`src/rtl/write_fifo_defs.sv`:
```
// rtl/write_fifo_defs.sv - shared defaults, pointer-width macro and reset constants for write_fifo
// Pointers carry one extra wrap bit beyond the storage index.
`define WRITE_FIFO_PTR_W(depth) ($clog2(depth) + 1)

package write_fifo_defs;

  localparam int unsigned FIFO_DATA_WIDTH = 8;
  localparam int unsigned FIFO_DEPTH      = 16;
  localparam int unsigned FIFO_RST_DATA   = 0;

endpackage

```
`src/rtl/fifo_mem.sv`:
```
// rtl/fifo_mem.sv - simple dual-port register array with a registered read port
// Read data register holds its value when re_i is low; the array itself is never reset.
module fifo_mem
  import write_fifo_defs::*;
#(
  parameter  int unsigned DATA_WIDTH = FIFO_DATA_WIDTH,
  parameter  int unsigned DEPTH      = FIFO_DEPTH,
  localparam int unsigned AW         = $clog2(DEPTH)
) (
  input  logic                  clk_i,
  input  logic                  rst_ni,
  input  logic                  we_i,
  input  logic [AW-1:0]         waddr_i,
  input  logic [DATA_WIDTH-1:0] wdata_i,
  input  logic                  re_i,
  input  logic [AW-1:0]         raddr_i,
  output logic [DATA_WIDTH-1:0] rdata_o
);

  logic [DATA_WIDTH-1:0] mem_q [DEPTH];
  logic [DATA_WIDTH-1:0] rdata_q;
  logic [DATA_WIDTH-1:0] rdata_d;

  always_ff @(posedge clk_i) begin
    if (we_i) begin
      mem_q[waddr_i] <= wdata_i;
    end
  end

  always_comb begin
    rdata_d = rdata_q;
    if (re_i) begin
      rdata_d = mem_q[raddr_i];
    end
  end

  always_ff @(posedge clk_i) begin
    if (!rst_ni) begin
      rdata_q <= DATA_WIDTH'(FIFO_RST_DATA);
    end else begin
      rdata_q <= rdata_d;
    end
  end

  assign rdata_o = rdata_q;

endmodule

```
`src/rtl/write_fifo.sv`:
```
// rtl/write_fifo.sv - single-clock drop-on-full FIFO behind the multi-writer arbiter
// Optional sticky drop flag: WRITE_FIFO_OVERFLOW_EN.
module write_fifo
  import write_fifo_defs::*;
#(
  parameter int unsigned DATA_WIDTH = FIFO_DATA_WIDTH,
  parameter int unsigned DEPTH      = FIFO_DEPTH,
  parameter int unsigned ADDR_WIDTH = $clog2(DEPTH)
) (
  input  logic                  i_clk,
  input  logic                  i_reset_n,
  input  logic                  i_we,
  input  logic [DATA_WIDTH-1:0] i_data,
  output logic                  o_full,
  input  logic                  i_re,
  output logic [DATA_WIDTH-1:0] o_data,
  output logic                  o_valid,
  output logic                  o_empty,
  output logic [ADDR_WIDTH:0]   o_count,
  output logic                  o_overflow
);

  localparam int unsigned PTR_W = `WRITE_FIFO_PTR_W(DEPTH);

  logic [PTR_W-1:0] wr_ptr_q, wr_ptr_d;
  logic [PTR_W-1:0] rd_ptr_q, rd_ptr_d;
  logic             valid_q, valid_d;
  logic             rd_ok, wr_ok;

  assign o_empty = (wr_ptr_q == rd_ptr_q);
  assign o_full  = (wr_ptr_q[PTR_W-1] != rd_ptr_q[PTR_W-1]) &&
                   (wr_ptr_q[PTR_W-2:0] == rd_ptr_q[PTR_W-2:0]);
  assign o_count = wr_ptr_q - rd_ptr_q;

  // A read in the same cycle frees a slot, so a full FIFO still takes the write.
  assign rd_ok = i_re && !o_empty;
  assign wr_ok = i_we && (!o_full || rd_ok);

  always_comb begin
    wr_ptr_d = wr_ptr_q;
    rd_ptr_d = rd_ptr_q;
    valid_d  = rd_ok;
    if (wr_ok) begin
      wr_ptr_d = wr_ptr_q + PTR_W'(1);
    end
    if (rd_ok) begin
      rd_ptr_d = rd_ptr_q + PTR_W'(1);
    end
  end

  always_ff @(posedge i_clk) begin
    if (!i_reset_n) begin
      wr_ptr_q <= '0;
      rd_ptr_q <= '0;
      valid_q  <= 1'b0;
    end else begin
      wr_ptr_q <= wr_ptr_d;
      rd_ptr_q <= rd_ptr_d;
      valid_q  <= valid_d;
    end
  end

  assign o_valid = valid_q;

  fifo_mem #(
    .DATA_WIDTH (DATA_WIDTH),
    .DEPTH      (DEPTH)
  ) u_mem (
    .clk_i   (i_clk),
    .rst_ni  (i_reset_n),
    .we_i    (wr_ok),
    .waddr_i (wr_ptr_q[PTR_W-2:0]),
    .wdata_i (i_data),
    .re_i    (rd_ok),
    .raddr_i (rd_ptr_q[PTR_W-2:0]),
    .rdata_o (o_data)
  );

`ifdef WRITE_FIFO_OVERFLOW_EN
  logic ovf_q, ovf_d;
  logic drop;

  assign drop = i_we && o_full && !rd_ok;

  always_comb begin
    ovf_d = ovf_q | drop;
  end

  always_ff @(posedge i_clk) begin
    if (!i_reset_n) begin
      ovf_q <= 1'b0;
    end else begin
      ovf_q <= ovf_d;
    end
  end

  assign o_overflow = ovf_q;
`else
  assign o_overflow = 1'b0;
`endif

endmodule

```
`config.mk`:
```
export PLATFORM = sky130hd
export DESIGN_NAME = write_fifo
export DESIGN_NICKNAME = d
export VERILOG_FILES = /design/src/rtl/write_fifo_defs.sv /design/src/rtl/fifo_mem.sv /design/src/rtl/write_fifo.sv
export SDC_FILE = /design/constraint.sdc
export NUM_CORES = 1
export LEC_CHECK = 0
export ABC_CLOCK_PERIOD_IN_PS = 3700
export CAP_MARGIN = 20
export CORE_ASPECT_RATIO = 1.5
export CORE_MARGIN = 2
export CORE_UTILIZATION = 45
export CTS_CLUSTER_DIAMETER = 40
export DETAILED_ROUTE_END_ITERATION = 8
export DONT_BUFFER_PORTS = 1
export GPL_ROUTABILITY_DRIVEN = 0
export MAX_ROUTING_LAYER = met4
export PLACE_DENSITY = 0.61
export REMOVE_ABC_BUFFERS = 1
export SLEW_MARGIN = 20
export SYNTH_ARGS = -nofsm -noshare
export SYNTH_HDL_FRONTEND = slang
export SYNTH_HIERARCHICAL = 1
export SYNTH_SLANG_ARGS = --single-unit
```
`constraint.sdc`:
```
create_clock -name i_clk -period 3.7 [get_ports i_clk]
set_input_delay 0.74 -clock i_clk [delete_from_list [all_inputs] [get_ports i_clk]]
set_output_delay 0.74 -clock i_clk [all_outputs]
set_load 0.03 [all_outputs]
```
# After elaboration in Yosys (flattened, before gate mapping)
# Memories as Yosys holds them, arrays and structs flattened. A register that Yosys moved wholly into a read port is not among the register bits.
# Index checks and enable logic that the tools add are counted.
dict set report word_totals {
  regBits 11
  ram_bits 128
  input_bits 12
  n_memories 1
}
dict set report op_classes {
  add_sub_neg 3
  n_eq_ne 3
  n_mux 2
  n_reduce_logical 7
}
# name depth width rd rd_clocked_by_memory_dff wr line
set mem_list {}
lappend mem_list {u_mem.mem_q 16 8 1 1 1 fifo_mem.sv:20} ;# logic [DATA_WIDTH-1:0] mem_q [DEPTH];
# cell count
set op_table {}
lappend op_table {{$add A5 B1 Y5 const B} 2}
lappend op_table {{$eq A5 B5 Y1} 1}
lappend op_table {{$sub A5 B5 Y5} 1}
lappend op_table {{$eq A4 B4 Y1} 1}
lappend op_table {{$logic_and A1 B1 Y1} 3}
lappend op_table {{$logic_not A1 Y1} 3}
lappend op_table {{$mux W1} 2}
lappend op_table {{$logic_or A1 B1 Y1} 1}
lappend op_table {{$ne A1 B1 Y1} 1}

# Longest topological paths before layout
dict set report depth {
  depth_word 7
  ltp_mapped 9
}

# Cells and area by module
# The synthesis kept the hierarchy.
# module instances cells_per_inst area_each_um2 seq_area_each_um2
set modules_own_cells {}
lappend modules_own_cells {fifo_mem 1 318 5351.4 4003.8}
lappend modules_own_cells {write_fifo 1 76 699.4 220.2}

# Least setup slack after synthesis
# OpenSTA, ideal clock, no wires.
dict set report synth_path {
  path_type {register to register}
  start {register wr_ptr_q[0]}
  end {memory u_mem/mem_q[0][0] (netlist bit) (enable)}
  setup_time_ns 0.383
  t_arrival_ns 2.328
  required_ns 3.317
  slack_ns 0.988
  stages_incl_launch_ff 8
  n_path_buf 0
  path_cell_list {dfxtp_1 > inv_1 > ha_1 > nand4_1 > o31ai_4 > inv_1 > or3b_1 > nor3_1}
}
dict set report synth_between {
  elab_chain_cells 7
}
# item line
set synth_lines {}
lappend synth_lines {{start: declaration} write_fifo.sv:25} ;# logic [PTR_W-1:0] wr_ptr_q, wr_ptr_d;
lappend synth_lines {{start signal: assignment} write_fifo.sv:57} ;# wr_ptr_q <= wr_ptr_d;
lappend synth_lines {{$eq A5 B5 Y1 or $eq A4 B4 Y1 (tied branches)} {write_fifo.sv:30, write_fifo.sv:32}}
lappend synth_lines {{$logic_not A1 Y1 or $logic_and A1 B1 Y1 (tied branches)} {write_fifo.sv:36, write_fifo.sv:31}}
lappend synth_lines {{$logic_and A1 B1 Y1 or $logic_not A1 Y1 (tied branches)} {write_fifo.sv:36, write_fifo.sv:37}}
lappend synth_lines {{$logic_or A1 B1 Y1 (*)} write_fifo.sv:37} ;# assign wr_ok = i_we && (!o_full || rd_ok);
lappend synth_lines {{$logic_and A1 B1 Y1 (*)} write_fifo.sv:37}
lappend synth_lines {{named net wr_ok} write_fifo.sv:28} ;# logic rd_ok, wr_ok;
lappend synth_lines {{$mux W1 (*)} fifo_mem.sv:25} ;# if (we_i) begin
lappend synth_lines {{$mux W1 (implied by the code) (*)} fifo_mem.sv:26} ;# mem_q[waddr_i] <= wdata_i;
lappend synth_lines {{end: declaration} fifo_mem.sv:20}
# The timed path passes the listed nets; every way through them passes the cells marked *.

# Worst setup path after layout
dict set report layout_path {
  start {register wr_ptr_q[0]}
  end {output o_count[4]}
}
dict set report layout_between {
  elab_chain_cells 1
}
# item line
set layout_lines {}
lappend layout_lines {{$sub A5 B5 Y5} write_fifo.sv:33} ;# assign o_count = wr_ptr_q - rd_ptr_q;
lappend layout_lines {{end: declaration} write_fifo.sv:19} ;# output logic [ADDR_WIDTH:0] o_count,
# Every way passes these cells.

==> run_results.csv <==
group,metric,value,unit
route,vias,3311,
route,antenna_left,0,
synth,synth-compound-area-share,5.60,%
timing,fin_skew,0.00658,ns
floorplanning,die_w,98.7,um
timing,finalCritPeriodShare,81.5,%
critical_path,cp.required,2.96,ns
global_routing,grt_first_pass_wirelength,19300,um
synth,synth_top_family_by_area,"multiplexers",
global_routing,grt_overflow,0,
timing,timing.final.ws_setup,0.685,ns
global_routing,grt_pass1_vias,3337,
route,dr.first_iter.drc_count,263,
clock_network,insertion_delay,0.42,ns
route,vias_per_cell,5.69,
floorplanning,die_h,146,um
run,cap_violations,0,
floorplanning,io_pins,29,
critical_path,arrival,2.28,ns
critical_path,r2r-end,"u_mem/mem_q[2][5]",
critical_path,r2r-start,"wr_ptr_q[0]",
finish,n_fill_cell,1064,
timing,fin_hold_ws,0.414,ns
floorplanning,core,13100,um2
finish,layout_commonest_cell,"edfxtp_1",
critical_path,endpoint,"o_count[4]",
synth,syn_area,6050,um2
synth,yosys_warnings,6,
synth,synth-main-ff-cell,"edfxtp_1",
synth,synthSimpleGateAreaFrac,7.46,%
route,drc,0,
critical_path,crit_path_start_kind,"register",
synth,async_flop_share,0,%
global_routing,grt_usage,18.9,%
floorplanning,start_util,46.3,%
synth,yosys.area_share.xor_xnor,1.57,%
synth,syn_area_per_cell,15.4,um2
critical_path,critical_path.endpoint_type,"primary output",
synth,ys_seq_elements,147,
place,place_hpwl,8090,um
finish,drive_gt1_share,10.6,%
timing,slew_headroom,44.7,%
synth,synth_adder_area_share,1.57,%
min_path,min_path_type,"in -> reg",
timing,finalSetupViolCount,0,
timing,rsz0062_at_grt,"no",
clock_network,clk_pin_slew,0.06,ns
finish,diodes,0,
clock_network,cts_buffer_depth,2,
route,wl,12500,um
clock_network,clock_sinks,147,
clock_network,cts_buffers,17,
global_routing,grt_max_degree,36,
status,status,"finished clean",
synth,synthDistinctLibCells,39,
place,dp_slack,0.837,ns
clock_network,h-tree-depth,4,
power_and_ir_drop,ir_worst_vdd,326,uV
critical_path,startpoint,"wr_ptr_q[0]",
place,io_buffers,0,
synth,seq_area_frac_synth,69.8,%
clock_network,tritoncts,"done",
clock_network,ctsHoldBuffers,0,
critical_path,worstPathMaxFanout,11,
power_and_ir_drop,p_leak,2.14,nW
synth,muxShareOfSynthArea,10.8,%
power_and_ir_drop,power.density,562,nW/um2
route,drtPass1Iterations,6,
finish,layout_common_cells,"128 x edfxtp_1, 65 x mux2i_1, 30 x nand3_1, 24 x a22oi_1, 19 x nand2_1",
global_routing,antenna_found_initial,0,
route,wl_per_cell,21.5,um
floorplanning,die-area,14400,um2
clock_network,root_buffer,"clkbuf_16",
finish,finalNetCount,429,
critical_path,worstSetupPathType,"reg -> out",
timing,tns,0,ns
timing,max_freq,332,MHz
clock_network,postCtsSetupRepairBufs,0,
critical_path,reg2reg_setup_slack,0.83,ns
timing,min_period,3.02,ns
floorplanning,num_rows,51,
timing,hold_violations,0,
critical_path,r2r_cells,7,
finish,area_growth,11.3,%
finish,fin_util,51.5,%
timing,drv_slew,0,
timing,worst_pin_slew,0.829,ns
synth,synth_edf_count,128,
synth,synth_cells,394,
clock_network,cts_resized,0,
metal layers:
| layer | track usage (%) | vias up | wire length [um] | share of wire [%] |
|---|---|---|---|---|
| met5 | - | - | 0 | 0 |
| met2 | 32.6 | 95 | 6770 | 54 |
| met1 | 21.1 | 1668 | 4940 | 39 |
| li1 | - | 1531 | - | - |
| met3 | 4.88 | 17 | 590 | 4.7 |
| met4 | 6.51 | 0 | 210 | 1.7 |
cell usage after synthesis, drive strengths merged (2+ instances only):
cell type / count / area (um2)
inv: 8 / 30.0
a21oi: 11 / 55.1
and2: 7 / 43.8
a21boi: 3 / 22.5
nor2: 16 / 65.1
dfxtp: 19 / 380
nand2: 19 / 71.3
nand2b: 2 / 12.5
o21ai: 5 / 28.8
a21o: 2 / 15.0
buf: 16 / 158
edfxtp: 128 / 3840
nor2b: 4 / 25.0
nand4: 2 / 12.5
xnor2: 7 / 68.8
nand3: 30 / 150
nor3: 4 / 20.0
ha: 6 / 75.1
xor2: 3 / 26.3
a22oi: 24 / 180
or3: 3 / 18.8
mux2i: 65 / 651
nand3b: 2 / 15.0
metrics by stage:
step | power [mW] | instance area, um2 | std cells
after CTS | 3.81 | 6730 | 582
after detailed placement | 2.26 | 6200 | 550
after floorplan | 2.18 | 5890 | 377
final | 3.78 | 6730 | 582
after global routing | 3.93 | 6730 | 582
after global placement | 2.25 | 6200 | 550
state kept, by name (all words and copies together) (netlist names):
register / flops
wr_ptr_q: 5
rd_ptr_q: 5
u_mem/rdata_o: 8
u_mem/mem_q: 128
o_valid: 1
worst max-delay path, cell delays in order, from the launching register on:
cell,delay (ns)
dfxtp_1,0.53
inv_1,0.09
ha_1,0.20
inv_1,0.09
fa_1,0.21
a21o_1,0.12
a21oi_1,0.07
xnor2_1,0.55
report_power, final:
part	total (mW)	internal [mW]	switching, mW
Clock	1.56	0.955	0.606
Sequential	1.92	1.85	0.0774
Combinational	0.298	0.0920	0.206
Total	3.78	2.89	0.889
worst min path at each step:
stage               slack, ns         from  cells past startpoint                 end
floorplan                0.51  wr_ptr_q[4]                      2         wr_ptr_q[4]
detailed placement       0.57  wr_ptr_q[4]                      2         wr_ptr_q[4]
finish                   0.41    i_data[6]                      0  u_mem/mem_q[10][6]
global placement         0.54  rd_ptr_q[3]                      2         rd_ptr_q[3]
CTS                      0.40    i_data[1]                      0  u_mem/mem_q[11][1]
global route             0.39    i_data[6]                      0   u_mem/mem_q[7][6]
final cells by class:
cell class	instances	area, um2	share of cell area (%)
Tap cell	159	199	2.95
Timing Repair Buffer	14	105	1.56
Sequential cell	147	4230	62.8
Multi-Input combinational cell	222	1640	24.3
Inverter	8	30.0	0.446
Clock inverter	6	57.6	0.855
Clock buffer	26	479	7.12
kinds of logic (layout without fill, tap and decap cells):
group | after synthesis | in the layout
flip-flops | 147 | 147
multiplexers | 65 | 65
AND/OR/NAND/NOR | 91 | 91
adder cells (fa/ha/maj) | 7 | 7
other | 1 | 1
AO/OA/AOI/OAI | 48 | 48
buffers and inverters | 25 | 54
XOR/XNOR | 10 | 10
Note: power is estimated with default switching activity, not from simulation.
